File: src/rtl/cdb_slot_scheduler_pkg.sv
// Shared definitions for the CDB write-back slot scheduler and its RS clients.
package cdb_slot_scheduler_pkg;

  localparam int CDB_SZ          = 2;
  localparam int NUM_ISSUE       = 3;
  localparam int CDB_SCHED_DEPTH = 8;
  localparam int ALU_LATENCY     = 1;
  localparam int MULT_LATENCY    = 4;

  localparam int CDB_CNT_W = $clog2(CDB_SZ + 1);
  localparam int CDB_LAT_W = $clog2(CDB_SCHED_DEPTH);

  typedef logic [CDB_CNT_W-1:0] CDB_RESV_CNT;
  typedef logic [CDB_LAT_W-1:0] CDB_SCHED_LAT;

  // A single-lane build still needs a one-bit start index.
  function automatic int prio_width(input int n);
    return (n > 1) ? $clog2(n) : 1;
  endfunction

endpackage

File: src/rtl/cdb_resv_grant.sv
// Combinational grant scan: walks lanes from start_i, granting while the
// running per-target count (ring plus grants given this cycle) is below capacity.
module cdb_resv_grant
  import cdb_slot_scheduler_pkg::*;
#(
  parameter int CDB_WIDTH  = CDB_SZ,
  parameter int NUM_REQ    = NUM_ISSUE,
  parameter int MAX_LAT    = CDB_SCHED_DEPTH,
  parameter int LAT_WIDTH  = $clog2(MAX_LAT),
  parameter int CNT_WIDTH  = $clog2(CDB_WIDTH + 1),
  parameter int PRIO_WIDTH = prio_width(NUM_REQ)
) (
  input  logic                           en_i,
  input  logic [MAX_LAT*CNT_WIDTH-1:0]   ring_i,
  input  logic [LAT_WIDTH-1:0]           head_i,
  input  logic [NUM_REQ-1:0]             req_valid_i,
  input  logic [NUM_REQ*LAT_WIDTH-1:0]   req_lat_i,
  input  logic [PRIO_WIDTH-1:0]          start_i,
  output logic [NUM_REQ-1:0]             gnt_o,
  output logic [MAX_LAT*CNT_WIDTH-1:0]   inc_o
);

  localparam logic [CNT_WIDTH-1:0] CAP = CNT_WIDTH'(CDB_WIDTH);

  logic [CNT_WIDTH-1:0] run [MAX_LAT];
  logic [CNT_WIDTH-1:0] inc [MAX_LAT];
  logic [LAT_WIDTH-1:0] lat;
  logic [LAT_WIDTH-1:0] tgt;
  int                   lane;

  always_comb begin
    gnt_o = '0;
    lat   = '0;
    tgt   = '0;
    lane  = 0;
    for (int e = 0; e < MAX_LAT; e++) begin
      run[e] = ring_i[e*CNT_WIDTH +: CNT_WIDTH];
      inc[e] = '0;
    end
    for (int k = 0; k < NUM_REQ; k++) begin
      lane = int'(start_i) + k;
      if (lane >= NUM_REQ) lane = lane - NUM_REQ;
      lat = req_lat_i[lane*LAT_WIDTH +: LAT_WIDTH];
      tgt = head_i + lat;
      // lat never exceeds MAX_LAT-1 by width, so only zero is illegal here.
      if (en_i && req_valid_i[lane] && (lat != '0) && (run[tgt] < CAP)) begin
        gnt_o[lane] = 1'b1;
        run[tgt]    = run[tgt] + CNT_WIDTH'(1);
        inc[tgt]    = inc[tgt] + CNT_WIDTH'(1);
      end
    end
    inc_o = '0;
    for (int e = 0; e < MAX_LAT; e++) begin
      inc_o[e*CNT_WIDTH +: CNT_WIDTH] = inc[e];
    end
  end

endmodule

File: src/rtl/cdb_slot_scheduler.sv
// CDB slot reservation ring for fixed-latency issue; reports leftover slots
// for variable-latency results. `CDB_SCHED_RR_EN selects round-robin lane priority.
module cdb_slot_scheduler
  import cdb_slot_scheduler_pkg::*;
#(
  parameter int CDB_WIDTH = CDB_SZ,
  parameter int NUM_REQ   = NUM_ISSUE,
  parameter int MAX_LAT   = CDB_SCHED_DEPTH,
  parameter int LAT_WIDTH = $clog2(MAX_LAT),
  parameter int CNT_WIDTH = $clog2(CDB_WIDTH + 1)
) (
  input  logic                         clock,
  input  logic                         reset,
  input  logic                         flush,
  input  logic [NUM_REQ-1:0]           req_valid,
  input  logic [NUM_REQ*LAT_WIDTH-1:0] req_lat,
  output logic [NUM_REQ-1:0]           gnt,
  output logic [CNT_WIDTH-1:0]         resv_now,
  output logic [CNT_WIDTH-1:0]         free_now,
  output logic                         resv_full_next
);

  localparam int PRIO_WIDTH = prio_width(NUM_REQ);
  localparam logic [CNT_WIDTH-1:0] CAP = CNT_WIDTH'(CDB_WIDTH);

  logic [CNT_WIDTH-1:0]         ring_q [MAX_LAT];
  logic [CNT_WIDTH-1:0]         ring_d [MAX_LAT];
  logic [LAT_WIDTH-1:0]         head_q;
  logic [LAT_WIDTH-1:0]         head_d;
  logic [MAX_LAT*CNT_WIDTH-1:0] ring_flat;
  logic [MAX_LAT*CNT_WIDTH-1:0] inc_flat;
  logic [PRIO_WIDTH-1:0]        start;
  logic                         ovf;

  cdb_resv_grant #(
    .CDB_WIDTH (CDB_WIDTH),
    .NUM_REQ   (NUM_REQ),
    .MAX_LAT   (MAX_LAT),
    .LAT_WIDTH (LAT_WIDTH),
    .CNT_WIDTH (CNT_WIDTH),
    .PRIO_WIDTH(PRIO_WIDTH)
  ) u_grant (
    .en_i       (!reset && !flush),
    .ring_i     (ring_flat),
    .head_i     (head_q),
    .req_valid_i(req_valid),
    .req_lat_i  (req_lat),
    .start_i    (start),
    .gnt_o      (gnt),
    .inc_o      (inc_flat)
  );

  assign head_d = head_q + LAT_WIDTH'(1);

  // The slot leaving head is retired and reappears as the farthest, empty slot.
  always_comb begin
    ring_flat = '0;
    for (int e = 0; e < MAX_LAT; e++) begin
      ring_flat[e*CNT_WIDTH +: CNT_WIDTH] = ring_q[e];
      if (flush || (LAT_WIDTH'(e) == head_q)) begin
        ring_d[e] = '0;
      end else begin
        ring_d[e] = ring_q[e] + inc_flat[e*CNT_WIDTH +: CNT_WIDTH];
      end
    end
  end

  always_ff @(posedge clock) begin
    if (reset) begin
      head_q <= '0;
      for (int e = 0; e < MAX_LAT; e++) ring_q[e] <= '0;
    end else begin
      head_q <= head_d;
      for (int e = 0; e < MAX_LAT; e++) ring_q[e] <= ring_d[e];
    end
  end

`ifdef CDB_SCHED_RR_EN
  logic [PRIO_WIDTH-1:0] prio_q;
  logic [PRIO_WIDTH-1:0] prio_d;
  int                    rr_lane;

  // Next start is one past the last lane granted in this cycle's scan order.
  always_comb begin
    prio_d  = prio_q;
    rr_lane = 0;
    for (int k = 0; k < NUM_REQ; k++) begin
      rr_lane = int'(prio_q) + k;
      if (rr_lane >= NUM_REQ) rr_lane = rr_lane - NUM_REQ;
      if (gnt[rr_lane]) begin
        prio_d = (rr_lane + 1 == NUM_REQ) ? '0 : PRIO_WIDTH'(rr_lane + 1);
      end
    end
  end

  always_ff @(posedge clock) begin
    if (reset) begin
      prio_q <= '0;
    end else if (!flush && (|gnt)) begin
      prio_q <= prio_d;
    end
  end

  assign start = prio_q;
`else
  assign start = '0;
`endif

  assign resv_now       = reset ? '0 : ring_q[head_q];
  assign free_now       = CAP - resv_now;
  assign resv_full_next = !reset && (ring_q[head_d] == CAP);

  always_comb begin
    ovf = 1'b0;
    for (int e = 0; e < MAX_LAT; e++) begin
      if (ring_q[e] > CAP) ovf = 1'b1;
    end
  end

  a_no_overbook: assert property (@(posedge clock) disable iff (reset) !ovf);

endmodule

File: config.mk
export PLATFORM = sky130hd
export DESIGN_NAME = cdb_slot_scheduler
export DESIGN_NICKNAME = d
export VERILOG_FILES = /design/src/rtl/cdb_slot_scheduler_pkg.sv /design/src/rtl/cdb_resv_grant.sv /design/src/rtl/cdb_slot_scheduler.sv
export SDC_FILE = /design/constraint.sdc
export NUM_CORES = 1
export LEC_CHECK = 0
export CAP_MARGIN = 20
export CELL_PAD_IN_SITES_DETAIL_PLACEMENT = 1
export CELL_PAD_IN_SITES_GLOBAL_PLACEMENT = 1
export CORE_ASPECT_RATIO = 0.8
export CORE_MARGIN = 1.5
export CORE_UTILIZATION = 48
export CTS_CLUSTER_DIAMETER = 200
export DETAILED_ROUTE_END_ITERATION = 8
export GPL_TIMING_DRIVEN = 0
export PLACE_DENSITY_LB_ADDON = 0.1
export SLEW_MARGIN = 20
export SYNTH_ARGS = -nofsm -noshare
export SYNTH_HDL_FRONTEND = slang
export SYNTH_SLANG_ARGS = --single-unit
File: constraint.sdc
create_clock -name clock -period 9.7 [get_ports clock]
set_input_delay 1.455 -clock clock [delete_from_list [all_inputs] [get_ports clock]]
set_output_delay 1.455 -clock clock [all_outputs]
set_load 0.1 [all_outputs]
==> summary.md <==
| Metric | Value |
|---|---|
| Final Hold Vio Count | 0 |
| Share of cells above drive strength 1 | 8.76% |
| Clock Tree Root | clkbuf_8 |
| Switching share of power | 49.8% |
| Die H | 72.5 um |
| Endpoint type of the worst setup path | primary output |
| Synth Area in Compound Gates | 24.1% |
| Vias in the first global route | 3231 |
| XOR/XNOR share of the synthesized area | 10.2% |
| Initial core utilization | 49.3% |
| Initial detailed-routing violation count | 268 |
| Global placer's final weighted congestion | 1.02 |
| Min cycle time layout | 7900 ps |
| Post-synthesis net count | 398 |
| Largest family of logic cells by synthesized area | simple AND/OR/NAND/NOR gates |
| Ant. Diodes | 0 |
| Layout Nets | 424 |
| Hold_ws | 767 ps |
| RSZ-0062 raised after global routing | no |
| Crit path DAT | 6450 ps |
| Slew @ Worst Pin | 1080 ps |
| Post-DR vias/cell | 6.91 |
| Flop pwr share | 23.2% |
| CP required | 8250 ps |
| Core area | 5880 um2 |
| Number of H-tree levels | 1 |
| First-pass GRT wire length | 17800 um |
| Inserted Clock Buffers | 3 |
| Crit-path max FO | 10 |
| Comb power frac | 60.4% |
| Largest area contributor in the netlist | dfxtp_1 |
| Syn avg cell area | 7.98 um2 |
| Status | finished, final reports clean |
| Wire per inst | 24.8 um |
| Ys Warns | 0 |
| Routed wire length | 11600 um |
| Filler cells | 755 |
| Mapped Cells | 363 |
| Clk pin slew, worst setup/hold paths | 80 ps |
| CP startpoint kind | input port |
| PwrDens | 112 nW/um2 |
| Post-synth EDFFs | 0 |
| Internal cell power | 183 uW |
| Final TNS setup | 0 ps |
| Post-DRT Antenna Nets | 0 |
| Buffers added on ports | 21 |
| DR DRC count | 0 |
| Die W | 89.9 um |
| Sequential fraction of the synthesis area | 13.1% |
| Synth area leaders | dfxtp_1 (13%), ha_1 (7.3%), nand2_1 (4.8%) |
| Most frequently used flop master after synthesis | dfxtp_1 |
| Distinct cells, synth | 76 |
| Max-Cap Viols | 0 |
| # Post-CTS Setup Buffers | 0 |
| CTS tree | done |
| Post_cts resized | 0 |
| Mux share of post-synthesis cell area | 9.46% |
| Synthesis-to-finish area growth | 12.4% |
| Setup CP Type | in -> out |
| Pins over their slew limit | 0 |
| Hold WC Path Type | reg -> reg |
| P_leak | 0.00123 uW |
| Max VDD drop | 0.0796 mV |
| Congestion Overflow GR | 0 |
| Dpl hpwl | 9310 um |
| Clk_lat worst skew | 280 ps |
| Net switching power | 182 uW |
| Site Rows | 25 |
| Fmax | 127 MHz |
| Longest Clk Path Bufs | 2 |
| Adder-cell share of the synthesized area | 9.41% |
| Clock share of power | 16.4% |
| Worst slew margin | 27.3% |
| Synth top area share | 13.1% |
| CTS Hold Bufs | 0 |
| Synthesis-stage register bit count | 19 |
| Overall routing resource usage | 35.5% |
| Io pins | 23 |
| Largest net degree at the start of global routing | 13 |
| First-pass detailed-route iteration total | 5 |
| Die area | 6520 um2 |
| Final Setup Violations | 0 |
| Synth Area in Simple Gates | 29.1% |
| FFs w/ async S/R, synth | 0% |
| Initial antenna violation count | 0 |
| Clock skew | 8.92 ps |
| Vias | 3241 |
| Period utilisation layout | 81.5% |
| Synth Cell Area | 2900 um2 |
| Sink Count | 19 |
final timing paths:
kind              slack, ps               startpoint  cells past startpoint                 endpoint
setup / recovery       1800               req_lat[0]                     14                   gnt[2]
hold / removal          770  ring_q[1][0]$_SDFF_PP0_                      2  ring_q[1][0]$_SDFF_PP0_
setup reg to reg       3890     head_q[1]$_SDFF_PP0_                     17  ring_q[4][1]$_SDFF_PP0_
hold reg to reg         770  ring_q[1][0]$_SDFF_PP0_                      2  ring_q[1][0]$_SDFF_PP0_
flip-flops by register name, indices dropped and copies added (netlist names):
| signal | flops |
|---|---|
| ring_q | 16 |
| head_q | 3 |
cell type report:
class                      instances  area [um2]  share of cell area, %
multi-input combinational        313        2380                   73.2
sequential                        19         380                   11.7
timing repair buffer              21         210                   6.45
tap                               81         101                   3.11
buffer                            17        80.1                   2.46
inverter                          14        52.6                   1.61
clock buffer                       3        41.3                   1.27
clock inverter                     1        7.51                  0.230
power groups by stage:
stage | Clock [uW] | Sequential (uW) | Combinational [uW]
after floorplan | 0 | 84.2 | 153
after global placement | 0 | 86.6 | 208
after detailed placement | 0 | 86.6 | 213
after CTS | 61.2 | 84.7 | 214
after global routing | 63.1 | 85.2 | 234
final | 59.8 | 84.9 | 221
metal layers:
| metal | vias up | GRT usage (%) | share of wire, % |
|---|---|---|---|
| met5 | - | 0 | 0 |
| met4 | 0 | 9.35 | 2.1 |
| met3 | 25 | 5.14 | 8.4 |
| met2 | 177 | 59.4 | 45 |
| met1 | 1598 | 48.6 | 44 |
| li1 | 1441 | - | - |
cells by family (layout without fill, tap and decap cells):
group                    count (synthesis)  after routing
AO/OA/AOI/OAI                           94             94
flip-flops                              19             19
adder cells (fa/ha/maj)                 20             20
AND/OR/NAND/NOR                        159            159
XOR/XNOR                                24             24
buffers and inverters                   31             56
multiplexers                            16             16
synth_stat cells (all sizes together) (8+ instances only):
| cell | count |
|---|---|
| nor3b | 8 |
| dfxtp | 19 |
| and3 | 8 |
| ha | 17 |
| clkbuf | 10 |
| nor2 | 32 |
| mux4 | 8 |
| nor3 | 11 |
| nand3 | 18 |
| and2 | 8 |
| a31oi | 9 |
| inv | 14 |
| a21oi | 16 |
| o21ai | 12 |
| nand2 | 37 |
| xnor2 | 11 |
worst max-delay path, cell delays in order:
cell	delay (ps)
clkdlybuf4s50_1	500
ha_1	160
inv_1	50
fa_1	660
mux4_1	360
nor2_1	150
clkbuf_1	450
a41oi_1	240
a21oi_2	220
a31oi_2	250
and3_1	230
a211o_1	320
a41oi_1	240
clkdlybuf4s50_1	1160
placed cells by master, fill, tap and decap left out, drive strengths merged, types with 6 or more instances in the layout:
cell           count
xnor2             11
a31oi              9
nor3b              8
nand2             37
nor3              11
inv               14
clkdlybuf4s50     21
nand2b             7
dfxtp             19
and3               8
nor2              32
ha                17
mux2i              6
xor2               7
nand3             18
o21ai             12
mux4               8
a21oi             16
clkbuf            13
buf                7
and2               8
through the flow:
stage	setup slack, ps	power, uW	instance area [um2]	utilization, %	std cells
detailed placement	1870	300	3210	54.6	465
global placement	1930	294	3210	54.6	465
global route	1540	382	3260	55.4	469
finish	1800	365	3260	55.4	469
CTS	1880	360	3260	55.4	469
floorplan	2690	237	2900	-	363
Note: power is estimated with default switching activity, not from simulation.
